File: src/rtl/acc_adder_pkg.sv
// Shared types and defaults for the acc_adder pipelined adder/accumulator.
package acc_adder_pkg;

    typedef enum logic [1:0] {
        ADD  = 2'b00,
        ACC  = 2'b01,
        SAT  = 2'b10,
        RSVD = 2'b11
    } mode_t;

    localparam int unsigned DEF_WIDTH = 4;
    localparam int unsigned DEF_ACC_W = 8;

    function automatic logic is_acc(input mode_t m);
        return m == ACC;
    endfunction

endpackage

File: src/rtl/acc_adder_pipe_slice.sv
// Single-entry valid/ready register slice with a parametrised payload.
module pipe_slice #(
    parameter int unsigned DW = 8
) (
    input  logic          clk,
    input  logic          rst,
    input  logic          in_valid,
    output logic          in_ready,
    input  logic [DW-1:0] in_data,
    output logic          out_valid,
    input  logic          out_ready,
    output logic [DW-1:0] out_data
);

    logic          valid_q;
    logic [DW-1:0] data_q;

    // Accept whenever empty or the downstream drains this cycle.
    assign in_ready  = !valid_q || out_ready;
    assign out_valid = valid_q;
    assign out_data  = data_q;

    always_ff @(posedge clk) begin
        if (rst) begin
            valid_q <= 1'b0;
            data_q  <= '0;
        end else if (in_ready) begin
            valid_q <= in_valid;
            if (in_valid) begin
                data_q <= in_data;
            end
        end
    end

endmodule

File: src/rtl/acc_adder.sv
// Two-stage elastic adder: S1 is a register slice for operands, S2 computes
// ADD/SAT/ACC results and owns the running accumulator.
module acc_adder
    import acc_adder_pkg::*;
#(
    parameter int unsigned WIDTH = DEF_WIDTH,
    parameter int unsigned ACC_W = DEF_ACC_W
) (
    input  logic             clk,
    input  logic             rst,
    input  logic             in_valid,
    output logic             in_ready,
    input  logic [WIDTH-1:0] a,
    input  logic [WIDTH-1:0] b,
    input  logic [1:0]       mode,
    input  logic             acc_clr,
    output logic             out_valid,
    input  logic             out_ready,
    output logic [ACC_W-1:0] sum,
    output logic             ovf
);

    if (WIDTH < 1) begin : g_bad_width
        $error("acc_adder: WIDTH must be at least 1");
    end
    if (ACC_W < WIDTH + 1) begin : g_bad_acc_w
        $error("acc_adder: ACC_W must be at least WIDTH+1");
    end

    localparam int unsigned PW = 2 * WIDTH + 3;

    logic [PW-1:0]    s1_in_data;
    logic [PW-1:0]    s1_data;
    logic             s1_valid;
    logic             s2_adv;

    logic [WIDTH-1:0] s1_a;
    logic [WIDTH-1:0] s1_b;
    mode_t            s1_mode;
    logic             s1_clr;

    logic             s2_valid_q;
    logic [ACC_W-1:0] sum_q;
    logic             ovf_q;
    logic [ACC_W-1:0] acc_q;

    logic [WIDTH:0]   raw_sum;
    logic [ACC_W-1:0] acc_base;
    logic [ACC_W:0]   acc_tot;
    logic [ACC_W-1:0] sum_c;
    logic             ovf_c;

    assign s1_in_data = {a, b, mode, acc_clr};

    pipe_slice #(
        .DW (PW)
    ) u_s1 (
        .clk       (clk),
        .rst       (rst),
        .in_valid  (in_valid),
        .in_ready  (in_ready),
        .in_data   (s1_in_data),
        .out_valid (s1_valid),
        .out_ready (s2_adv),
        .out_data  (s1_data)
    );

    assign s1_clr  = s1_data[0];
    assign s1_mode = mode_t'(s1_data[2:1]);
    assign s1_b    = s1_data[WIDTH+2:3];
    assign s1_a    = s1_data[2*WIDTH+2:WIDTH+3];

    assign s2_adv = !s2_valid_q || out_ready;

    always_comb begin
        raw_sum  = {1'b0, s1_a} + {1'b0, s1_b};
        acc_base = s1_clr ? '0 : acc_q;
        // a+b fits in ACC_W bits, so the three-term sum carries at most once.
        acc_tot  = {1'b0, acc_base} + (ACC_W + 1)'(s1_a) + (ACC_W + 1)'(s1_b);
        sum_c    = ACC_W'(raw_sum);
        ovf_c    = raw_sum[WIDTH];
        case (s1_mode)
            ACC: begin
                sum_c = acc_tot[ACC_W-1:0];
                ovf_c = acc_tot[ACC_W];
            end
            SAT: begin
                if (raw_sum[WIDTH]) begin
                    sum_c = ACC_W'({WIDTH{1'b1}});
                    ovf_c = 1'b1;
                end
            end
            default: begin
                sum_c = ACC_W'(raw_sum);
                ovf_c = raw_sum[WIDTH];
            end
        endcase
    end

    // Accumulator moves only with a beat leaving S1, so stalls cannot double-apply.
    always_ff @(posedge clk) begin
        if (rst) begin
            s2_valid_q <= 1'b0;
            sum_q      <= '0;
            ovf_q      <= 1'b0;
            acc_q      <= '0;
        end else if (s2_adv) begin
            s2_valid_q <= s1_valid;
            if (s1_valid) begin
                sum_q <= sum_c;
                ovf_q <= ovf_c;
                if (is_acc(s1_mode)) begin
                    acc_q <= acc_tot[ACC_W-1:0];
                end else if (s1_clr) begin
                    acc_q <= '0;
                end
            end
        end
    end

    assign out_valid = s2_valid_q;
    assign sum       = sum_q;
    assign ovf       = ovf_q;

endmodule

File: config.mk
export PLATFORM = sky130hd
export DESIGN_NAME = acc_adder
export DESIGN_NICKNAME = d
export VERILOG_FILES = /design/src/rtl/acc_adder_pkg.sv /design/src/rtl/acc_adder_pipe_slice.sv /design/src/rtl/acc_adder.sv
export SDC_FILE = /design/constraint.sdc
export NUM_CORES = 1
export LEC_CHECK = 0
export ABC_AREA = 1
export CAP_MARGIN = 25
export CORE_ASPECT_RATIO = 1.2
export CORE_MARGIN = 2
export CORE_UTILIZATION = 50
export CTS_CLUSTER_SIZE = 8
export DETAILED_ROUTE_END_ITERATION = 7
export GPL_TIMING_DRIVEN = 0
export PLACE_DENSITY = 0.79
export SETUP_SLACK_MARGIN = 0.1
export SLEW_MARGIN = 25
export SYNTH_ARGS = -nofsm -noshare
export SYNTH_HDL_FRONTEND = slang
export SYNTH_SLANG_ARGS = --single-unit
File: constraint.sdc
create_clock -name clk -period 2.82 [get_ports clk]
set_input_delay 0.423 -clock clk [delete_from_list [all_inputs] [get_ports clk]]
set_output_delay 0.423 -clock clk [all_outputs]
set_load 0.02 [all_outputs]
# Word level (Yosys, flattened, before mapping)
# Index checks and enable logic that the tools add are counted.
# totals
ff_bits	30
latch_bits	0
ramBits	0
rom_bits	0
inputBits	15
output_inout_bits	11
elab_cells	23
memories	0
# classes
n_addsub	3
n_mul	0
div_mod_pow	0
order_cmp	0
eq_ne	2
shift	0
mux	6
n_bitwise	0
reduce_logical	6
# op_table
operator	count
$mux W8	2
$pmux W8 S2	1
$add A8 B4 Y9	1
$add A9 B4 Y9	1
$add A4 B4 Y5	1
$mux W4	1
$reduce_and A2 Y1	2
$eq A2 B1 Y1 const B	1
$eq A2 B2 Y1 const B	1
$logic_not A1 Y1	2
$logic_or A1 B1 Y1	2
$pmux W1 S2	1
$mux W1	1

# Depth between registers and ports, before layout
# Gate-level depths: netlist of run 1.
# depth
ltp_word	4
depth_mapped	14
mapped_depth_nobuf	14

# Hierarchy
# Synthesis of run 1 repeated with hierarchy kept, for this count alone.
# unflattened
cells_unflattened	263
hier_area_um2	1908.1
# by_module_without_submodules
mod	n_inst	cells_each	area_each_um2	seq_area_each_um2
acc_adder	1	186	1345.0	360.3
pipe_slice	1	77	563.0	240.2

# Worst setup path before layout of run 1
# OpenSTA, ideal clock, no wires.
# synth_path
kind	register -> register
startpoint	reg u_s1.data_q[0], in the netlist u_s1.out_data[0]
endpoint	reg acc_q[5]
setup_time_ns	0.115
t_arrival_ns	2.056
required_ns	2.705
slack_ns	0.649
stages_incl_launch_ff	14
synth_period_minus_slack_ns	2.171
cell_sequence	dfxtp_1 > buf_6 > nor2_1 > fa_1 > ha_1 > inv_1 > fa_1 > inv_1 > nand3_1 > nand2_2 > nand2_2 > nand2_1 > nor2_2 > o21a_1
# synth_between
elab_chain_cells	4
# synth_lines
item	line_no	text
start: declaration	acc_adder_pipe_slice.sv:16	logic [DW-1:0] data_q;
start signal: assignment	acc_adder_pipe_slice.sv:30	data_q <= in_data;
$mux W8 (*)	--	
$add A8 B4 Y9	acc_adder.sv:79	acc_tot = {1'b0, acc_base} + (ACC_W + 1)'(s1_a) + (ACC_W + 1)'(s1_b);
$add A9 B4 Y9	acc_adder.sv:79	
$mux W8 (*)	acc_adder.sv:112	if (is_acc(s1_mode)) begin
end signal: assignment	acc_adder.sv:113	acc_q <= acc_tot[ACC_W-1:0];
end: declaration	acc_adder.sv:45	logic [ACC_W-1:0] acc_q;
# Mark *: on every way between the ends. The rest lies on a longest branch, timed or not.
# A chain may end at the register's enable or synchronous reset.

# Final worst setup path of run 1
# layout_path
startpoint	reg u_s1.data_q[0], in the netlist u_s1.out_data[0]
endpoint	reg acc_q[7]
# Same word-level chain as after synthesis.

==> run_summary.xml, run 1 <==
<?xml version="1.0" encoding="UTF-8"?>
<metrics>
  <group name="timing">
    <metric name="final_max_slew_viol_count" unit="">0</metric>
    <metric name="clock-skew-final" unit="ns">0.006636</metric>
    <metric name="tightest_slew" unit="ns">0.4571</metric>
    <metric name="worst_slew_margin_rel" unit="%">69.53</metric>
    <metric name="finalHoldViolations" unit="">0</metric>
    <metric name="rsz0062_at_grt" unit="">no</metric>
    <metric name="fin_crit_sh" unit="%">84.29</metric>
    <metric name="setup_violations" unit="">0</metric>
    <metric name="setup_tns" unit="ns">0</metric>
    <metric name="timing.final.crit_period" unit="ns">2.377</metric>
    <metric name="max_freq" unit="MHz">420.7</metric>
  </group>
  <group name="placed_design">
    <metric name="port_buffers" unit="">25</metric>
    <metric name="detailed_place.area" unit="um2">2127</metric>
    <metric name="gpl.final_weighted_congestion" unit="">0.8978</metric>
    <metric name="post-dp-hpwl" unit="um">3127</metric>
  </group>
  <group name="logic_synthesis">
    <metric name="syn_area" unit="um2">1828</metric>
    <metric name="syn_inst" unit="">244</metric>
    <metric name="ys_warn_count" unit="">0</metric>
    <metric name="synth.distinct_cells" unit="">29</metric>
    <metric name="async_flop_share" unit="%">0</metric>
    <metric name="ys_ff_latch" unit="">30</metric>
    <metric name="synth_area_per_cell" unit="um2">7.492</metric>
    <metric name="syn_nets" unit="">275</metric>
    <metric name="synth-edff-count" unit="">0</metric>
    <metric name="yosysSeqAreaShare" unit="%">32.85</metric>
    <metric name="dominantRegCellSynth" unit="">dfxtp_1</metric>
  </group>
  <group name="flow_run">
    <metric name="timing.max_cap.violations" unit="">0</metric>
  </group>
  <group name="cells_and_area">
    <metric name="num_antenna_cells" unit="">0</metric>
    <metric name="final_net_count" unit="">307</metric>
    <metric name="post_route_cells_drive_above_1_share" unit="%">11.27</metric>
    <metric name="fill_cells" unit="">334</metric>
    <metric name="mostFrequentLayoutCell" unit="">nand2_1</metric>
    <metric name="final_design_area_no_fill" unit="um2">2210</metric>
    <metric name="layout.cells.most_common_list" unit="">nand2_1, inv_1, dfxtp_1, a21oi_1, clkdlybuf4s50_1</metric>
    <metric name="areaGrowthSynthToFinish" unit="%">20.88</metric>
  </group>
  <group name="clocking">
    <metric name="cts.hold.buffers_added" unit="">0</metric>
    <metric name="cts_sinks" unit="">30</metric>
    <metric name="cts_root_buffer" unit="">clkbuf_8</metric>
    <metric name="tritoncts" unit="">done</metric>
    <metric name="cts_made_buffers" unit="">5</metric>
    <metric name="clkTransAtPathRegs" unit="ns">0.06</metric>
    <metric name="clk-insertion-delay-late" unit="ns">0.28</metric>
    <metric name="cts_setup_buffers" unit="">0</metric>
    <metric name="cts_resized" unit="">0</metric>
    <metric name="clk_path_buf_depth" unit="">2</metric>
    <metric name="cts_max_level" unit="">2</metric>
  </group>
  <group name="power_and_ir_drop">
    <metric name="power.ir.vdd_worst" unit="mV">0.2634</metric>
    <metric name="power_dens_cells" unit="nW/um2">486.0</metric>
    <metric name="p_leak" unit="nW">0.9835</metric>
  </group>
  <group name="global_route">
    <metric name="first_pass_grt_wire_length" unit="um">7079</metric>
    <metric name="grt_usage" unit="%">22.52</metric>
    <metric name="gr-total-overflow" unit="">0</metric>
    <metric name="antenna_violations_before_repair" unit="">0</metric>
    <metric name="grt_max_degree" unit="">11</metric>
    <metric name="grt_pass1_vias" unit="">1670</metric>
  </group>
  <group name="worst_hold_path">
    <metric name="min_path_type" unit="">reg -&gt; reg</metric>
  </group>
  <group name="detailed_routing">
    <metric name="firstDrtPassIters" unit="">4</metric>
    <metric name="num_vias" unit="">1673</metric>
    <metric name="wl_per_cell" unit="um">12.89</metric>
    <metric name="vias_per_cell" unit="">5.328</metric>
    <metric name="first_iter_violations" unit="">77</metric>
    <metric name="drt.antenna.violating_nets" unit="">0</metric>
    <metric name="routed_wirelength" unit="um">4047</metric>
    <metric name="drc" unit="">0</metric>
  </group>
  <group name="critical_path">
    <metric name="cp_max_fo" unit="">8</metric>
    <metric name="timing.critical_path.to_type" unit="">flip-flop</metric>
    <metric name="critical_path.startpoint_type" unit="">flip-flop</metric>
    <metric name="critical_path.slowest_cell" unit="">fa_1</metric>
    <metric name="cp_cell_sequence" unit="">buf_6 &gt; nor2_1 &gt; fa_1 &gt; ha_1 &gt; inv_1 &gt; fa_1 &gt; inv_1 &gt; nand3_1 &gt; nand2_2 &gt; nand2_2 &gt; o21bai_2 &gt; nand3_2 &gt; a21oi_1</metric>
    <metric name="critical-path-top-delay-family" unit="">adder cells</metric>
    <metric name="crit_type" unit="">reg -&gt; reg</metric>
    <metric name="critPathBufInv" unit="">3</metric>
    <metric name="cp_data_required_time" unit="ns">3.03</metric>
    <metric name="worst_ep_arrival_time" unit="ns">2.58</metric>
    <metric name="critical_path.max_stage_delay" unit="ns">0.48</metric>
  </group>
  <group name="status">
    <metric name="run_status" unit="">complete, no violations</metric>
  </group>
  <group name="floorplanning">
    <metric name="rows" unit="">24</metric>
    <metric name="die_area" unit="um2">4158</metric>
    <metric name="floorplan.io_pins" unit="">26</metric>
    <metric name="core" unit="um2">3573</metric>
    <metric name="floorplan.die.height" unit="um">70.24</metric>
    <metric name="initial_core_util" unit="%">51.16</metric>
    <metric name="fp.dieW" unit="um">59.20</metric>
  </group>
</metrics>
tightest hold or removal path, cell delays in order (launching register included):
cell and delay, ns:
dfxtp_1 0.31, nand2_1 0.06, a21oi_1 0.05
stage by stage:
step,hold WS [ns],instances,power (mW),utilization (%),worst slack (ns)
floorplan,0.4512,244,0.6597,-,0.6489
global placement,0.4547,308,0.7337,59.52,0.5046
detailed placement,0.4568,308,0.7436,59.52,0.4878
CTS,0.4640,314,1.079,61.83,0.4532
global route,0.4976,314,1.140,61.83,0.2368
finish,0.4614,314,1.074,61.83,0.4431
synthesized netlist by cell type, types with 2 or more instances:
library cell	count	share of area (%)
inv_1	32	6.6
o21a_1	2	0.82
nand3_1	14	3.8
nand2_1	37	7.6
clkbuf_1	2	0.41
dfxtp_1	30	33
nand2_4	2	1.2
buf_6	4	2.5
nor2_2	2	0.68
inv_4	2	0.68
o21ai_0	17	4.7
fa_1	6	6.6
a21oi_2	2	0.96
nand4_1	3	1.0
nand3_2	3	1.6
nand2_2	6	2.1
nor2_1	24	4.9
o21ai_1	6	1.6
a31oi_1	3	1.0
a21oi_1	29	7.9
ha_1	10	6.8
final cells by class:
class / instances / area [um2] / share of cell area, %
timing repair buffer: 25 / 250.2 / 11.33
buffer: 8 / 70.07 / 3.171
multi-input combinational: 170 / 1012 / 45.81
tap: 39 / 48.80 / 2.208
sequential: 30 / 600.6 / 27.18
clock buffer: 6 / 82.58 / 3.737
inverter: 36 / 145.1 / 6.569
state kept, by name (all words and copies together), names as in the netlist:
register        count
acc_q               8
out_valid           1
ovf                 1
sum                 8
u_s1.out_data      11
u_s1.out_valid      1
report_power, final:
group | internal (mW) | switching (mW)
Sequential | 0.453 | 0.0216
Clock | 0.188 | 0.150
Combinational | 0.110 | 0.151
worst paths after layout:
check        cells past startpoint  slack (ns)        startpoint       end
max                             13        0.44  u_s1.out_data[0]  acc_q[7]
min                              2        0.46            sum[5]    sum[5]
max reg2reg                     13        0.44  u_s1.out_data[0]  acc_q[7]
min reg2reg                      2        0.46            sum[5]    sum[5]
cell families (layout without fill, tap and decap cells):
kind of cell             Yosys count  in the layout  share of synthesized area (%)
AO/OA/AOI/OAI                     61             61                          18.14
buffers and inverters             44             75                          11.77
flip-flops                        30             30                          32.85
XOR/XNOR                           1              1                         0.4792
AND/OR/NAND/NOR                   92             92                          23.34
adder cells (fa/ha/maj)           16             16                          13.42
layer usage:
metal,GRT usage [%],up-vias,share of wire [%]
li1,-,859,-
met1,26.26,746,42
met2,36.14,54,49
met3,5.926,14,5.1
met4,12.88,0,4.0
met5,0,-,0
Power figures use the tool's default switching activity.
==> run 2, diff against run 1 <==
--- a/config.mk
+++ b/config.mk
@@ -9,11 +9,11 @@
 export CAP_MARGIN = 25
 export CORE_ASPECT_RATIO = 1.2
 export CORE_MARGIN = 2
-export CORE_UTILIZATION = 50
+export CORE_UTILIZATION = 49
 export CTS_CLUSTER_SIZE = 8
 export DETAILED_ROUTE_END_ITERATION = 7
 export GPL_TIMING_DRIVEN = 0
-export PLACE_DENSITY = 0.79
+export PLACE_DENSITY = 0.81
 export SETUP_SLACK_MARGIN = 0.1
 export SLEW_MARGIN = 25
 export SYNTH_ARGS = -nofsm -noshare
==> constraint.sdc (replaced) <==
create_clock -name clk -period 2.15 [get_ports clk]
set_input_delay 0.3225 -clock clk [delete_from_list [all_inputs] [get_ports clk]]
set_output_delay 0.3225 -clock clk [all_outputs]
set_load 0.02 [all_outputs]
==> run 2 against run 1 <==
Effect of this change: the run now ends with negative setup slack left; global-route usage rose by 0.16 points; combinational power rose by 43%; cell area grew 6.6%; clock skew increased by 0.0018 ns; die area grew 1.9%; register-to-register slack got worse by 0.54 ns; clock power increased by 120%; clock-buffer cell count unchanged; fmax is 5.9% higher; sequential cell count unchanged; sequential power rose by 31%; total power is 61% higher.
==> run_summary.xml, run 2 (synthesis results as in run 1) <==
<?xml version="1.0" encoding="UTF-8"?>
<metrics>
  <group name="worst_hold_path">
    <metric name="min_path_type" unit="">reg -&gt; reg</metric>
    <metric name="worstHoldEndpoint" unit="">sum[5]</metric>
    <metric name="timing.hold.worst.start" unit="">sum[5]</metric>
    <metric name="hold_depth" unit="">2</metric>
  </group>
  <group name="cells_and_area">
    <metric name="areaGrowthSynthToFinish" unit="%">28.88</metric>
    <metric name="final_net_count" unit="">310</metric>
    <metric name="mostFrequentLayoutCell" unit="">nand2_1</metric>
    <metric name="non_filler_cells_in_the_finished_layout" unit="">319</metric>
    <metric name="layout.cells.most_common_list" unit="">nand2_1, inv_1, dfxtp_1, a21oi_1, clkdlybuf4s50_1</metric>
    <metric name="fin_util" unit="%">65.38</metric>
    <metric name="largest_reg_flops" unit="">11</metric>
    <metric name="post_route_cells_drive_above_1_share" unit="%">18.21</metric>
    <metric name="num_antenna_cells" unit="">0</metric>
  </group>
  <group name="status">
    <metric name="run_status" unit="">finished, violations left</metric>
    <metric name="failed_checks" unit="">negative setup slack</metric>
  </group>
  <group name="power_and_ir_drop">
    <metric name="internal_power" unit="mW">1.250</metric>
    <metric name="share_comb_of_total_power" unit="%">21.6</metric>
    <metric name="power.ir.vdd_worst" unit="mV">0.3628</metric>
    <metric name="power.share.switching" unit="%">27.75</metric>
    <metric name="switching_power" unit="mW">0.4800</metric>
    <metric name="totalPowerFinal" unit="mW">1.730</metric>
    <metric name="power_dens_cells" unit="nW/um2">734.2</metric>
    <metric name="p_clk_share" unit="%">42.5</metric>
    <metric name="power.share.sequential" unit="%">36.0</metric>
    <metric name="p_leak" unit="nW">1.021</metric>
  </group>
  <group name="critical_path">
    <metric name="crit_type" unit="">reg -&gt; reg</metric>
    <metric name="regToRegStartpoint" unit="">u_s1.out_data[0]</metric>
    <metric name="regToRegEndpoint" unit="">acc_q[5]</metric>
    <metric name="worst_ep_arrival_time" unit="ns">2.43</metric>
    <metric name="cp_max_fo" unit="">5</metric>
    <metric name="timing.critical_path.to_type" unit="">flip-flop</metric>
    <metric name="worst-r2r-setup-slack" unit="ns">-0.09</metric>
    <metric name="worstRegToRegCells" unit="">13</metric>
    <metric name="critical_path.startpoint_type" unit="">flip-flop</metric>
    <metric name="cp_data_required_time" unit="ns">2.34</metric>
  </group>
  <group name="timing">
    <metric name="setup_ws" unit="ns">-0.09444</metric>
    <metric name="fin_crit_sh" unit="%">104.4</metric>
    <metric name="clock-skew-final" unit="ns">0.008391</metric>
    <metric name="tightest_slew" unit="ns">0.4794</metric>
    <metric name="max_freq" unit="MHz">445.5</metric>
    <metric name="timing.final.crit_period" unit="ns">2.244</metric>
    <metric name="rsz0062_at_grt" unit="">yes</metric>
    <metric name="final_max_slew_viol_count" unit="">0</metric>
    <metric name="setup_violations" unit="">7</metric>
    <metric name="worst_slew_margin_rel" unit="%">67.99</metric>
    <metric name="finalHoldViolations" unit="">0</metric>
  </group>
  <group name="detailed_routing">
    <metric name="routed_wirelength" unit="um">4248</metric>
    <metric name="num_vias" unit="">1704</metric>
    <metric name="vias_per_cell" unit="">5.342</metric>
    <metric name="drc" unit="">0</metric>
    <metric name="wl_per_cell" unit="um">13.32</metric>
    <metric name="firstDrtPassIters" unit="">4</metric>
    <metric name="first_iter_violations" unit="">99</metric>
    <metric name="drt.antenna.violating_nets" unit="">0</metric>
  </group>
  <group name="clocking">
    <metric name="cts.hold.buffers_added" unit="">0</metric>
    <metric name="cts_made_buffers" unit="">5</metric>
    <metric name="cts_root_buffer" unit="">clkbuf_8</metric>
    <metric name="tritoncts" unit="">done</metric>
    <metric name="clk_path_buf_depth" unit="">2</metric>
    <metric name="cts_max_level" unit="">2</metric>
    <metric name="clk-insertion-delay-late" unit="ns">0.30</metric>
    <metric name="cts_sinks" unit="">30</metric>
    <metric name="clkTransAtPathRegs" unit="ns">0.07</metric>
  </group>
  <group name="floorplanning">
    <metric name="core" unit="um2">3603</metric>
    <metric name="rows" unit="">24</metric>
    <metric name="fp.dieW" unit="um">59.76</metric>
    <metric name="floorplan.io_pins" unit="">26</metric>
    <metric name="floorplan.die.height" unit="um">70.91</metric>
    <metric name="die_area" unit="um2">4237</metric>
    <metric name="initial_core_util" unit="%">50.73</metric>
  </group>
  <group name="placed_design">
    <metric name="post-dp-hpwl" unit="um">3129</metric>
    <metric name="dp_cells" unit="">308</metric>
    <metric name="port_buffers" unit="">25</metric>
    <metric name="gpl.final_weighted_congestion" unit="">0.8812</metric>
  </group>
  <group name="global_route">
    <metric name="gr-total-overflow" unit="">0</metric>
    <metric name="first_pass_grt_wire_length" unit="um">7245</metric>
    <metric name="grt_usage" unit="%">22.67</metric>
    <metric name="grt_pass1_vias" unit="">1607</metric>
    <metric name="grt_max_degree" unit="">11</metric>
    <metric name="antenna_violations_before_repair" unit="">0</metric>
  </group>
  <group name="flow_run">
    <metric name="timing.max_cap.violations" unit="">0</metric>
  </group>
</metrics>
==> run 2: per-stage QoR <==
| step | area (um2) | hold WS, ns | setup TNS (ns) | setup WS [ns] |
|---|---|---|---|---|
| after floorplan | 1859 | 0.4512 | 0 | 0.03268 |
| after global placement | 2158 | 0.4537 | -0.4782 | -0.08560 |
| after detailed placement | 2158 | 0.4570 | -0.7700 | -0.1328 |
| after CTS | 2323 | 0.4678 | -0.5666 | -0.09963 |
| after global routing | 2356 | 0.4936 | -1.154 | -0.1625 |
| final | 2356 | 0.4737 | -0.4340 | -0.09444 |
==> run 2: power by group through the flow <==
stage,clock (mW),sequential [mW],combinational (mW)
3_3_place_gp,0,0.633,0.347
2_1_floorplan,0,0.643,0.238
5_1_grt,0.770,0.628,0.414
4_1_cts,0.736,0.623,0.363
3_5_place_dp,0,0.635,0.355
6_report,0.735,0.622,0.373
==> run 2: critical path: stages, from the launching register on <==
cell and delay [ns]:
dfxtp_2 0.32, buf_6 0.12, nor2_4 0.05, fa_1 0.48
ha_2 0.19, inv_2 0.04, fa_2 0.34, inv_2 0.09
nand3_2 0.06, nand2_2 0.09, nand2_2 0.08, nand2_1 0.08
nor2_2 0.06, o21a_1 0.17
==> run 2: what timing repair did <==
| action | 4_1_cts | 5_1_grt |
|---|---|---|
| buffers inserted | 2 | 1 |
| setup endpoints to repair | 12 | 13 |
| pin swaps | 5 | 5 |
| gates resized for setup | 1 | 7 |
==> run 2: worst max-delay path by stage <==
stage,from,to,slack [ns],depth (start not counted)
global route,u_s1.out_data[0],acc_q[7],-0.16,13
CTS,u_s1.out_data[0],sum[7],-0.1,13
finish,u_s1.out_data[0],acc_q[5],-0.09,13
global placement,u_s1.out_data[0],acc_q[5],-0.09,13
detailed placement,u_s1.out_data[0],acc_q[5],-0.13,13
floorplan,u_s1.out_data[0],acc_q[5],0.03,13
==> run 2: area by class of cell <==
cell class	instances	area, um2
fill	313	1247
multi-input combinational	170	1075
sequential	30	601.8
timing repair buffer	28	272.8
inverter	36	145.1
clock buffer	6	82.58
buffer	8	70.07
clock inverter	2	60.06
tap	39	48.80
==> run 2: routing by layer <==
metal	GRT usage, %	wire (um)	part of all wire [%]	vias up
li1	-	-	-	865
met1	26.23	1703	40	778
met2	37.08	2196	52	46
met3	5.850	174	4.1	15
met4	12.59	173	4.1	0
met5	0	0	0	-
==> RTL edit (config.mk and constraints of run 2) <==
Reset style: asynchronous (`rst`), changed in 2 clocked blocks.
--- a/src/rtl/acc_adder_pipe_slice.sv
+++ b/src/rtl/acc_adder_pipe_slice.sv
@@ -20,7 +20,7 @@
     assign out_valid = valid_q;
     assign out_data  = data_q;
 
-    always_ff @(posedge clk) begin
+    always_ff @(posedge clk or posedge rst) begin
         if (rst) begin
             valid_q <= 1'b0;
             data_q  <= '0;
--- a/src/rtl/acc_adder.sv
+++ b/src/rtl/acc_adder.sv
@@ -98,7 +98,7 @@
     end
 
     // Accumulator moves only with a beat leaving S1, so stalls cannot double-apply.
-    always_ff @(posedge clk) begin
+    always_ff @(posedge clk or posedge rst) begin
         if (rst) begin
             s2_valid_q <= 1'b0;
             sum_q      <= '0;
Formal check against the unedited RTL: differs if rst is asserted again (counterexample within 4 cycles, from zero or initial values and one cycle with rst high); with rst held inactive, the same outputs for 4 cycles.
==> RTL edit against run 2 <==
  * The run still ends with setup timing left
  * Routed wire length increased by 7.3%
  * Final area rose by 9.5%
  * Area after synthesis grew 2.2%
  * Sequential share of layout area grew 3.6 points
  * Utilization grew 5.6 points
  * Setup slack better by 0.023 ns
  * Non-clock buffer count is 5 higher
  * Count of clock-buffer cells in the layout unchanged
  * Sequential cell count unchanged
  * Cell count grew 1.9%
  * Maximum frequency rose by 1.0%
  * Critical path type unchanged
  * Critical endpoint is now ovf$_DFFE_PP0P_
  * Largest cell class unchanged
Power is not compared: it rests on default switching activity, and its combinational part moved more than twofold at a synthesized area within 25%.
==> RTL edit: results (changes against run 2) <==
stage	metric	value	unit	change
outcome	run status	finished, violations left		unchanged
outcome	failing checks	setup timing		unchanged
routing	highest metal used	met4		unchanged
logic_synthesis	Yosys warning count	0		unchanged
global_route	first-pass GRT wire length	7.32	mm	was 7.25 mm
clocking	Num CTS Buffers	5		unchanged
routing	DR vias/cell	5.17		was 5.34
logic_synthesis	largest cells by area after synthesis	dfrtp_1 (40%), nand2_1 (12%), inv_1 (7.4%), ha_1 (6.7%), fa_1 (6.4%)		was dfxtp_1 (33%), a21oi_1 (7.9%), nand2_1 (7.6%), ha_1 (6.8%), fa_1 (6.6%)
final_layout	fraction of layout cells with a size suffix above 1	0.271		was 0.182
logic_synthesis	list of most frequent post-synthesis cells	nand2_1 (59), inv_1 (37), dfrtp_1 (30), nand3_1 (22), a21oi_1 (18)		was nand2_1 (37), inv_1 (32), dfxtp_1 (30), a21oi_1 (29), nor2_1 (24)
placed_design	Post-DP HPWL	3.09	mm	was 3.13 mm
timing	final worst slack	-0.0717	ns	was -0.0944 ns
routing	met2 WL	2.45	mm	was 2.20 mm
global_route	vias in the first global route	1603		was 1607
worst_setup_path	highest-delay cell along the critical path	fa_1		unchanged
routing	initial DRC count	118		was 99
placed_design	placed cell areas	2200	sq um	was 2160 sq um
power	Pint	1.82	mW	
worst_setup_path	Arr. time, crit path	2.45	ns	was 2.43 ns
placed_design	GP Congestion	0.866		was 0.881
power	VDD IR max	0.532	mV	
logic_synthesis	area leader, netlist	dfrtp_1		was dfxtp_1
clocking	Root Driver	clkbuf_8		unchanged
logic_synthesis	post-synthesis cell type count	26		was 29
routing	WL final	4.56	mm	was 4.25 mm
routing	DRT met1 WL	1.75	mm	was 1.70 mm
placed_design	DP Cell Count	306		was 308
routing	drt first pass iters	4		unchanged
final_layout	final net count	304		was 310
global_route	largest net degree at the start of global routing	31		was 11
logic_synthesis	asr flop ratio synth	1.00		was 0
logic_synthesis	syn_nets	260		was 275
timing	Setup Viol. Count Final	10		was 7
logic_synthesis	share of the yosys chip area belonging to registers	0.402		was 0.329
timing	slew margin rel.	0.598		was 0.680
worst_setup_path	critical path fanouts, max	4		was 5
routing	Post-route DRC	0		unchanged
min_path	Hold Crit Class	in -> async		was reg -> reg
clocking	clock slew at reported path FFs	0.06	ns	
logic_synthesis	Syn Area/Cell	8.16	sq um	was 7.49 sq um
clocking	H-tree depth	2		unchanged
global_route	All-Layer GR Usage	0.229		was 0.227
final_layout	Cell Count, Final, Fillers Out	325		was 319
timing	clk_skew	0.00622	ns	was 0.00839 ns
routing	met3 wire length	251	um	was 174 um
clocking	clk_lat worst skew	0.28	ns	was 0.30 ns
final_layout	Largest register FFs	11		unchanged
worst_setup_path	max incr delay on CP	0.46	ns	was 0.48 ns
clocking	Bufs on Longest Clock Path	2		unchanged
final_layout	# diodes	0		unchanged
power	Lkg Pwr	1.27	nW	
RTL edit: per-stage QoR:
step	setup TNS (ns)	util	setup slack, ns
5_1_grt	-1.24	0.710	-0.145
4_1_cts	-0.0387	0.675	-0.0185
2_1_floorplan	0	-	0.0506
3_3_place_gp	-1.31	0.606	-0.218
3_5_place_dp	-1.95	0.606	-0.260
6_report	-0.320	0.710	-0.0717
RTL edit: path summary, 6_finish.rpt:
path	from	to	slack [ns]	cells past startpoint
worst max-delay path	u_s1.out_data[0]$_DFFE_PP0P_	ovf$_DFFE_PP0P_	-0.07	13
worst min-delay path	rst	u_s1.out_data[1]$_DFFE_PP0P_	0.43	2
worst max register to register	u_s1.out_data[0]$_DFFE_PP0P_	ovf$_DFFE_PP0P_	-0.07	13
worst min register to register	sum[6]$_DFFE_PP0P_	sum[6]$_DFFE_PP0P_	0.48	2
max in group asynchronous	rst	u_s1.out_data[0]$_DFFE_PP0P_	1.29	2
min in group clk	sum[6]$_DFFE_PP0P_	sum[6]$_DFFE_PP0P_	0.48	2
RTL edit: power by group through the flow:
stage               clock [mW]  combinational [mW]  sequential, mW
floorplan                    0               0.734           0.887
global placement             0                1.11           0.823
detailed placement           0                1.15           0.831
CTS                      0.586                1.32           0.820
global route             0.611                1.77           0.842
finish                   0.581                1.62           0.818
RTL edit: cells by family (layout without fill, tap and decap cells):
family	Yosys count	count (layout)	synth area share
AOI/OAI and AO/OA	30	30	0.0924
xor gates and xnor gates	1	1	0.00469
adders and majority gates	16	16	0.131
buffers and inverters	43	87	0.0951
DFF	30	30	0.402
muxes	6	6	0.0362
and+or+nand+nor	103	103	0.238
RTL edit: layer usage:
metal / vias up / global-route usage
met5: - / 0
met4: 0 / 0.0840
met3: 12 / 0.0523
met2: 73 / 0.374
met1: 780 / 0.293
li1: 815 / -
RTL edit: repair_timing:
action                     in CTS  in global routing
setup endpoints to repair      13                 13
resized for setup              18                 18
buffers inserted                7                  5
pin swaps                       4                 13
RTL edit: critical path: cells and delay by family (launching register included):
kind                       cells  cell delay [ns]
adders and majority gates      2             0.78
and+or+nand+nor                8             0.59
DFF                            1             0.45
buffers and inverters          3             0.33
RTL edit: final cells by class:
cell class / instances / area, sq um
well taps: 52 / 65.1
multi-input cells: 156 / 1110
flip-flops and latches: 30 / 752
inverters: 39 / 146
clock buffers: 6 / 82.6
plain buffers: 4 / 31.3
fillers: 263 / 1050
repair buffers: 37 / 365
clock inverters: 1 / 30.0
